$ cat src/rtl/cpu_ctrl_pkg.sv
// cpu_ctrl_pkg: control codes, sequencer states and word geometry shared by the
// MEM-stage sequencer and the data memory.
package cpu_ctrl_pkg;
    localparam logic [3:0] OP_OR  = 4'b0000;
    localparam logic [3:0] OP_AND = 4'b0001;
    localparam logic [3:0] OP_ADD = 4'b0010;
    localparam logic [3:0] OP_SUB = 4'b0011;
    localparam logic [3:0] OP_XOR = 4'b0100;
    localparam logic [3:0] OP_SLT = 4'b0101;
    localparam logic [3:0] OP_LW  = 4'b0110;
    localparam logic [3:0] OP_SW  = 4'b0111;
    localparam logic [3:0] OP_BEQ = 4'b1000;

    localparam int BYTES_DEFAULT = 4;

    typedef enum logic [1:0] {
        ST_IDLE,
        ST_XFER,
        ST_RESP
    } state_e;
endpackage

$ cat src/rtl/mem_word_sequencer.sv
// mem_word_sequencer: splits one lw/sw into BYTES little-endian single-byte
// accesses on a byte-wide data-memory port, then pulses a completion response.
module mem_word_sequencer
    import cpu_ctrl_pkg::*;
#(
    parameter int BYTES = BYTES_DEFAULT,
    parameter int AW    = 32
) (
    input  logic          clk_i,
    input  logic          rst_i,
    input  logic          req_valid_i,
    output logic          req_ready_o,
    input  logic [3:0]    req_ctrl_i,
    input  logic [AW-1:0] req_addr_i,
    input  logic [31:0]   req_wdata_i,
    output logic [AW-1:0] mem_addr_o,
    output logic          mem_re_o,
    output logic          mem_we_o,
    output logic [7:0]    mem_wdata_o,
    input  logic [7:0]    mem_rdata_i,
    output logic          rsp_valid_o,
    output logic [31:0]   rsp_rdata_o,
    output logic          busy_o
);
    localparam int BW = $clog2(BYTES);
    localparam int W  = 8 * BYTES;
    localparam logic [BW-1:0] LAST = BW'(BYTES - 1);

    state_e        state_q, state_d;
    logic [BW-1:0] beat_q;
    logic [AW-1:0] addr_q;
    logic [31:0]   wdata_q;
    logic          load_q;
    logic [W-1:0]  lw_q, lw_d;
    logic          is_mem, accept, xfer;

    assign is_mem      = (req_ctrl_i == OP_LW) || (req_ctrl_i == OP_SW);
    assign accept      = (state_q == ST_IDLE) && req_valid_i && is_mem;
    assign xfer        = state_q == ST_XFER;
    assign req_ready_o = state_q == ST_IDLE;
    assign busy_o      = !req_ready_o;
    assign rsp_valid_o = state_q == ST_RESP;
    assign mem_re_o    = xfer && load_q;
    assign mem_we_o    = xfer && !load_q;
    assign mem_addr_o  = xfer ? addr_q + AW'(beat_q) : '0;
    assign mem_wdata_o = mem_we_o ? wdata_q[8*beat_q +: 8] : '0;

    // Load word with the current beat's byte merged in, so the final beat can
    // land in rsp_rdata_o on the same edge that enters RESP.
    always_comb begin
        lw_d = lw_q;
        lw_d[8*beat_q +: 8] = mem_rdata_i;
        state_d = state_q;
        case (state_q)
            ST_IDLE: state_d = accept ? ST_XFER : ST_IDLE;
            ST_XFER: state_d = (beat_q == LAST) ? ST_RESP : ST_XFER;
            default: state_d = ST_IDLE;
        endcase
    end

    always_ff @(posedge clk_i) begin
        if (rst_i) begin
            state_q     <= ST_IDLE;
            beat_q      <= '0;
            addr_q      <= '0;
            wdata_q     <= '0;
            load_q      <= 1'b0;
            lw_q        <= '0;
            rsp_rdata_o <= '0;
        end else begin
            state_q <= state_d;
            if (accept) begin
                addr_q  <= req_addr_i;
                wdata_q <= req_wdata_i;
                load_q  <= req_ctrl_i == OP_LW;
                beat_q  <= '0;
            end else if (xfer) begin
                beat_q <= beat_q + 1'b1;
            end
            if (mem_re_o) lw_q <= lw_d;
            if (mem_re_o && beat_q == LAST) rsp_rdata_o <= 32'(lw_d);
        end
    end
endmodule

$ cat config.mk
export PLATFORM = sky130hd
export DESIGN_NAME = mem_word_sequencer
export DESIGN_NICKNAME = d
export VERILOG_FILES = /design/src/rtl/cpu_ctrl_pkg.sv /design/src/rtl/mem_word_sequencer.sv
export SDC_FILE = /design/constraint.sdc
export NUM_CORES = 1
export LEC_CHECK = 0
export ABC_AREA = 1
export CAP_MARGIN = 10
export CORE_ASPECT_RATIO = 2
export CORE_MARGIN = 4
export CORE_UTILIZATION = 54
export CTS_CLUSTER_DIAMETER = 30
export CTS_CLUSTER_SIZE = 8
export DETAILED_ROUTE_END_ITERATION = 8
export GPL_TIMING_DRIVEN = 0
export MAX_ROUTING_LAYER = met4
export PLACE_DENSITY = 0.86
export SETUP_SLACK_MARGIN = 0.1
export SLEW_MARGIN = 20
export SYNTH_ARGS = -nofsm -noshare
export SYNTH_HDL_FRONTEND = slang
export SYNTH_SLANG_ARGS = --single-unit
export TNS_END_PERCENT = 50
$ cat constraint.sdc
create_clock -name clk_i -period 4.7 [get_ports clk_i]
set_clock_uncertainty 0.05 [all_clocks]
set_input_delay 0.47 -clock clk_i [delete_from_list [all_inputs] [get_ports clk_i]]
set_output_delay 0.47 -clock clk_i [all_outputs]
set_load 0.05 [all_outputs]
* Word-level counts from Yosys, hierarchy flattened *
Cells that the tools add are included.
Widths: inputs -> output; s select.

storage, ports and cells
  bits in registers = 133

cells by class
  eq/ne operators = 5
  reduce and logical (&&, ||, !) cells = 10
  $add $sub $neg = 3
  shift operators = 3
  mux-type cells = 6

operators by type and width
  cell                     number
  $neg 5->34               1
  $shift 8x34->32 const A  1
  $shiftx 8x34->32         1
  $add 32x2->32            1
  $bwmux 32                1
  $mux 32                  1
  $shiftx 32x6->8          1
  $eq 4x3->1 const B       2
  $mux 8                   1
  $logic_and 1x1->1        5
  $eq 2x2->1 const B       2
  $pmux 2 s2               1
  $add 2x1->2 const B      1
  $eq 2x1->1 const B       1
  $logic_not 1->1          2
  $logic_not 2->1          1
  $mux 2                   1
  $reduce_or 2->1          1
  $logic_or 1x1->1         1
  $mux 1                   1

* Logic depth before layout (Yosys ltp) *
  depth in word-level cells = 5
  depth in mapped cells = 11
  gate-level depth less buffers = 10

* Least setup slack after synthesis *
OpenSTA, ideal clock, no wires.

  path type = flip-flop to output port
  start point = reg state_q[1]
  end point = out mem_wdata_o[0]
  cell stages (with the launch flop) = 6
  setup slack = 1.890 ns
  arrival = 2.290 ns
  data required time = 4.180 ns
  cells stage by stage = dfxtp_1 inv_1 nand2_4 nor2_1 inv_1 a21oi_1

between the ends
  longest elaborated chain between the ends = 3

ends and longest elaborated chain
  element                 RTL line                  source
  from (decl)             mem_word_sequencer.sv:29  state_e state_q, state_d;
  from (signal assigned)  mem_word_sequencer.sv:71  state_q <= state_d;
  $eq 2x1->1              mem_word_sequencer.sv:39  assign xfer = state_q == ST_XFER;
  $logic_and 1x1->1       mem_word_sequencer.sv:44  assign mem_we_o = xfer && !load_q;
  via mem_we_o            mem_word_sequencer.sv:18  output logic mem_we_o,
  $mux 8                  mem_word_sequencer.sv:46  assign mem_wdata_o = mem_we_o ? wdata_q[8*beat_q +: 8] : '0;
  to (decl)               mem_word_sequencer.sv:19  output logic [7:0] mem_wdata_o,

The timed path passes the listed nets, and every way through them passes these cells.

* Final worst setup path *
  start point = reg beat_q[0]
  end point = out mem_addr_o[26]

between the ends
  longest elaborated chain between the ends = 2

ends and longest elaborated chain
  element                 RTL line                  source
  from (decl)             mem_word_sequencer.sv:30  logic [BW-1:0] beat_q;
  from (signal assigned)  mem_word_sequencer.sv:78  beat_q <= beat_q + 1'b1;
  $add 32x2->32           mem_word_sequencer.sv:45  assign mem_addr_o = xfer ? addr_q + AW'(beat_q) : '0;
  $mux 32                 mem_word_sequencer.sv:45
  to (decl)               mem_word_sequencer.sv:16  output logic [AW-1:0] mem_addr_o,

No other way between the ends.

==> impl_metrics.csv <==
group,metric,value,unit
outcome,status,"completed",
timing,fmax,0.2739,GHz
clock_network,ctsHoldBuffers,0,
floorplanning,die_w,85.20,microns
clock_network,clkSlewWorstSetupHoldPaths,0.06,ns
power_and_ir_drop,ir_drop,323.7,uV
timing,worstMarginPinSlew,0.6199,ns
layout,num-fill-cells,893,
power_and_ir_drop,seqPwrFrac,42.5,%
yosys,synth_edf_count,0,
timing,fin_ws,1.049,ns
critical_path,rrSetupSlack,1.97,ns
power_and_ir_drop,p_sw_share,23.10,%
yosys,synth.top_cell.area_share,41.37,%
yosys,synth.most_common_cell,"nand2_1",
route,viasPerCell,5.557,
route,vias,7079,
floorplanning,dieHeight,162.4,microns
timing,final.setup.tns,0,ns
timing,hold_viol,0,
power_and_ir_drop,clkPwrFrac,50.1,%
route,wl_per_cell,17.37,microns
grt,grt_pass1_vias,6962,
route,wl,22.13,mm
layout,final_nets,1204,
yosys,yosysSeqAreaShare,41.37,%
floorplanning,core-area,0.01170,sq mm
critical_path,r2r_cells,9,
critical_path,critPathKind,"flop to output pin",
yosys,synth_seq_cells,133,
clock_network,cts_resized,0,
yosys,synthFlopType,"dfxtp_1",
route,firstDrtPassIters,5,
clock_network,clkSinkCount,133,
timing,fin_crit_sh,77.67,%
clock_network,cts_tree,"yes",
grt,grt.total_usage,32.83,%
yosys,synth_nets,1031,
yosys,yosys_warnings,0,
critical_path,worst_setup_path_start_kind,"flop",
critical_path,r2r-start,"beat_q[0]",
placement,dp_hpwl,16.74,mm
layout,fin_area,0.008768,sq mm
yosys,synth_cell_type_count,31,
hold_path,min_from,"wdata_q[18]",
layout,area_delta_synth_final,36.24,%
layout,drive_above_1_share,5.674,%
run,maxCapViolCount,0,
hold_path,hp-class,"flop to flop",
grt,grt_first_pass_wirelength,34.24,mm
placement,portBuffers,154,
clock_network,cts_buffers,17,
yosys,syn-instance-count,943,
clock_network,cts.root.buffer_cell,"clkbuf_16",
critical_path,end_kind,"output pin",
power_and_ir_drop,intPower,0.002097,W
floorplanning,io_pins,156,
placement,placedCellCount,1242,
hold_path,whs_path_depth,2,
power_and_ir_drop,pwr-share-comb,7.4,%
yosys,synthTopCellsByArea,"dfxtp_1 41%, nand2_1 12%, a21oi_1 11%, o21ai_0 6.9%, inv_1 6.2%",
yosys,postSynth.asyncResetShare,0,%
yosys,ys_top_cells_by_count,"200 x nand2_1, 146 x a21oi_1, 133 x dfxtp_1",
timing,maxSlewViolCount,0,
clock_network,clk_path_buf_depth,2,
critical_path,required,4.18,ns
layout,final_cell_count_no_fill,1274,
timing,setup_violations,0,
grt,grt_max_degree,17,
route,drtAntennaViolNets,0,
grt,overflow,0,
power_and_ir_drop,power_density,311.0,mW/mm^2
clock_network,clkLatencyLatePin,0.42,ns
critical_path,r2r_end,"lw_q[2]",
placement,post_dp_cell_area,0.008159,sq mm
power_and_ir_drop,p_leak,3.365,nW
hold_path,hold_end,"wdata_q[18]",
clock_network,htreeDepth,4,
timing,rsz0062_at_grt,"false",
timing,period_needed,3.651,ns
yosys,syn_area_per_cell,6.825,sq um
route,drc,0,
floorplanning,initial_utilization,55.00,%
power_and_ir_drop,p_switching,0.0006299,W
critical_path,cp_max_fo,5,
grt,grt_antenna_before_repair,1,
route,drt-initial-drc-count,535,
placement,place_ws,1.448,ns
floorplanning,dieArea,0.01384,sq mm
layout,final_core_util,74.94,%
clock_network,postCtsSetupBuffers,0,
timing,max_slew_margin,58.52,%
floorplanning,rows,56,
critical_path,arrival,3.13,ns
placement,gp_congestion,0.9890,
yosys,synth_top_area_cell,"dfxtp_1",
yosys,netlist_area,0.006436,sq mm
[kinds of logic after synthesis]
family | Yosys count | synth area share [%]
compound gates | 302 | 25.23
xor+xnor | 3 | 0.4083
fa+ha+maj | 9 | 1.866
buf+inv | 160 | 10.05
flops | 133 | 41.37
simple gates | 336 | 21.07
[state kept, by name, indices dropped and copies added (netlist names)]
name,flops
state_q,2
beat_q,2
lw_q,32
wdata_q,32
rsp_rdata_o,32
addr_q,32
load_q,1
[critical path, stage by stage (launching register included)]
cell             delay (ns)
dfxtp_1                0.44
ha_1                   0.26
fa_1                   0.22
nand2_1                0.09
nor2_2                 0.17
nand2_2                0.15
nor2_2                 0.31
nand2_1                0.09
nand2_1                0.06
nand2_1                0.04
nor2_1                 0.07
clkdlybuf4s50_1        0.81
[worst max-delay path by stage]
stage | start | end | cells after the start
floorplan | state_q[1] | mem_wdata_o[0] | 5
global placement | beat_q[0] | mem_addr_o[30] | 11
detailed placement | beat_q[0] | mem_addr_o[30] | 11
CTS | beat_q[0] | mem_addr_o[30] | 11
global route | beat_q[0] | mem_addr_o[14] | 9
finish | beat_q[0] | mem_addr_o[26] | 11
[cell usage in the layout (no fill, tap or decap), drive strengths merged, types with 6 or more instances in the layout]
cell type and instances:
o21a 17, nand3 17, buf 22, clkinv 6, inv 113, clkbuf 44
o21ai 107, a21o 6, nor3 8, a21oi 146, clkdlybuf4s50 154, ha 8
o22ai 9, a22oi 15, nor2 107, nand2 203, dfxtp 133
[final cells by class]
type	instances	area (sq um)	area share (%)
multi-input combinational	650	3127	35.66
buffer	47	222.7	2.540
timing repair buffer	154	1541	17.58
sequential	133	2663	30.37
tap	145	181.4	2.069
antenna	1	2.502	0.02854
clock buffer	19	452.9	5.166
clock inverter	12	153.9	1.755
inverter	113	424.2	4.837
[per-layer routing]
metal	vias to the layer above	share of wire, %	GRT usage, %
met5	-	0	-
met4	0	8.6	26.08
met3	139	5.5	5.013
met2	357	53	58.18
met1	3166	32	30.49
li1	3417	-	-
[through the flow]
stage	total power (W)	hold WS [ns]
floorplan	0.001272	0.3797
global placement	0.001377	0.3920
global route	0.002797	0.4241
detailed placement	0.001379	0.3967
finish	0.002727	0.4049
CTS	0.002728	0.4055
[power by group through the flow]
stage                     Combinational, W  Clock (W)  Sequential (W)
after floorplan                  0.0000931          0         0.00118
after global placement            0.000195          0         0.00118
after detailed placement          0.000197          0         0.00118
after CTS                         0.000200    0.00137         0.00116
after global routing              0.000219    0.00142         0.00116
final                             0.000203    0.00137         0.00116
(Power assumes the default switching activity.)
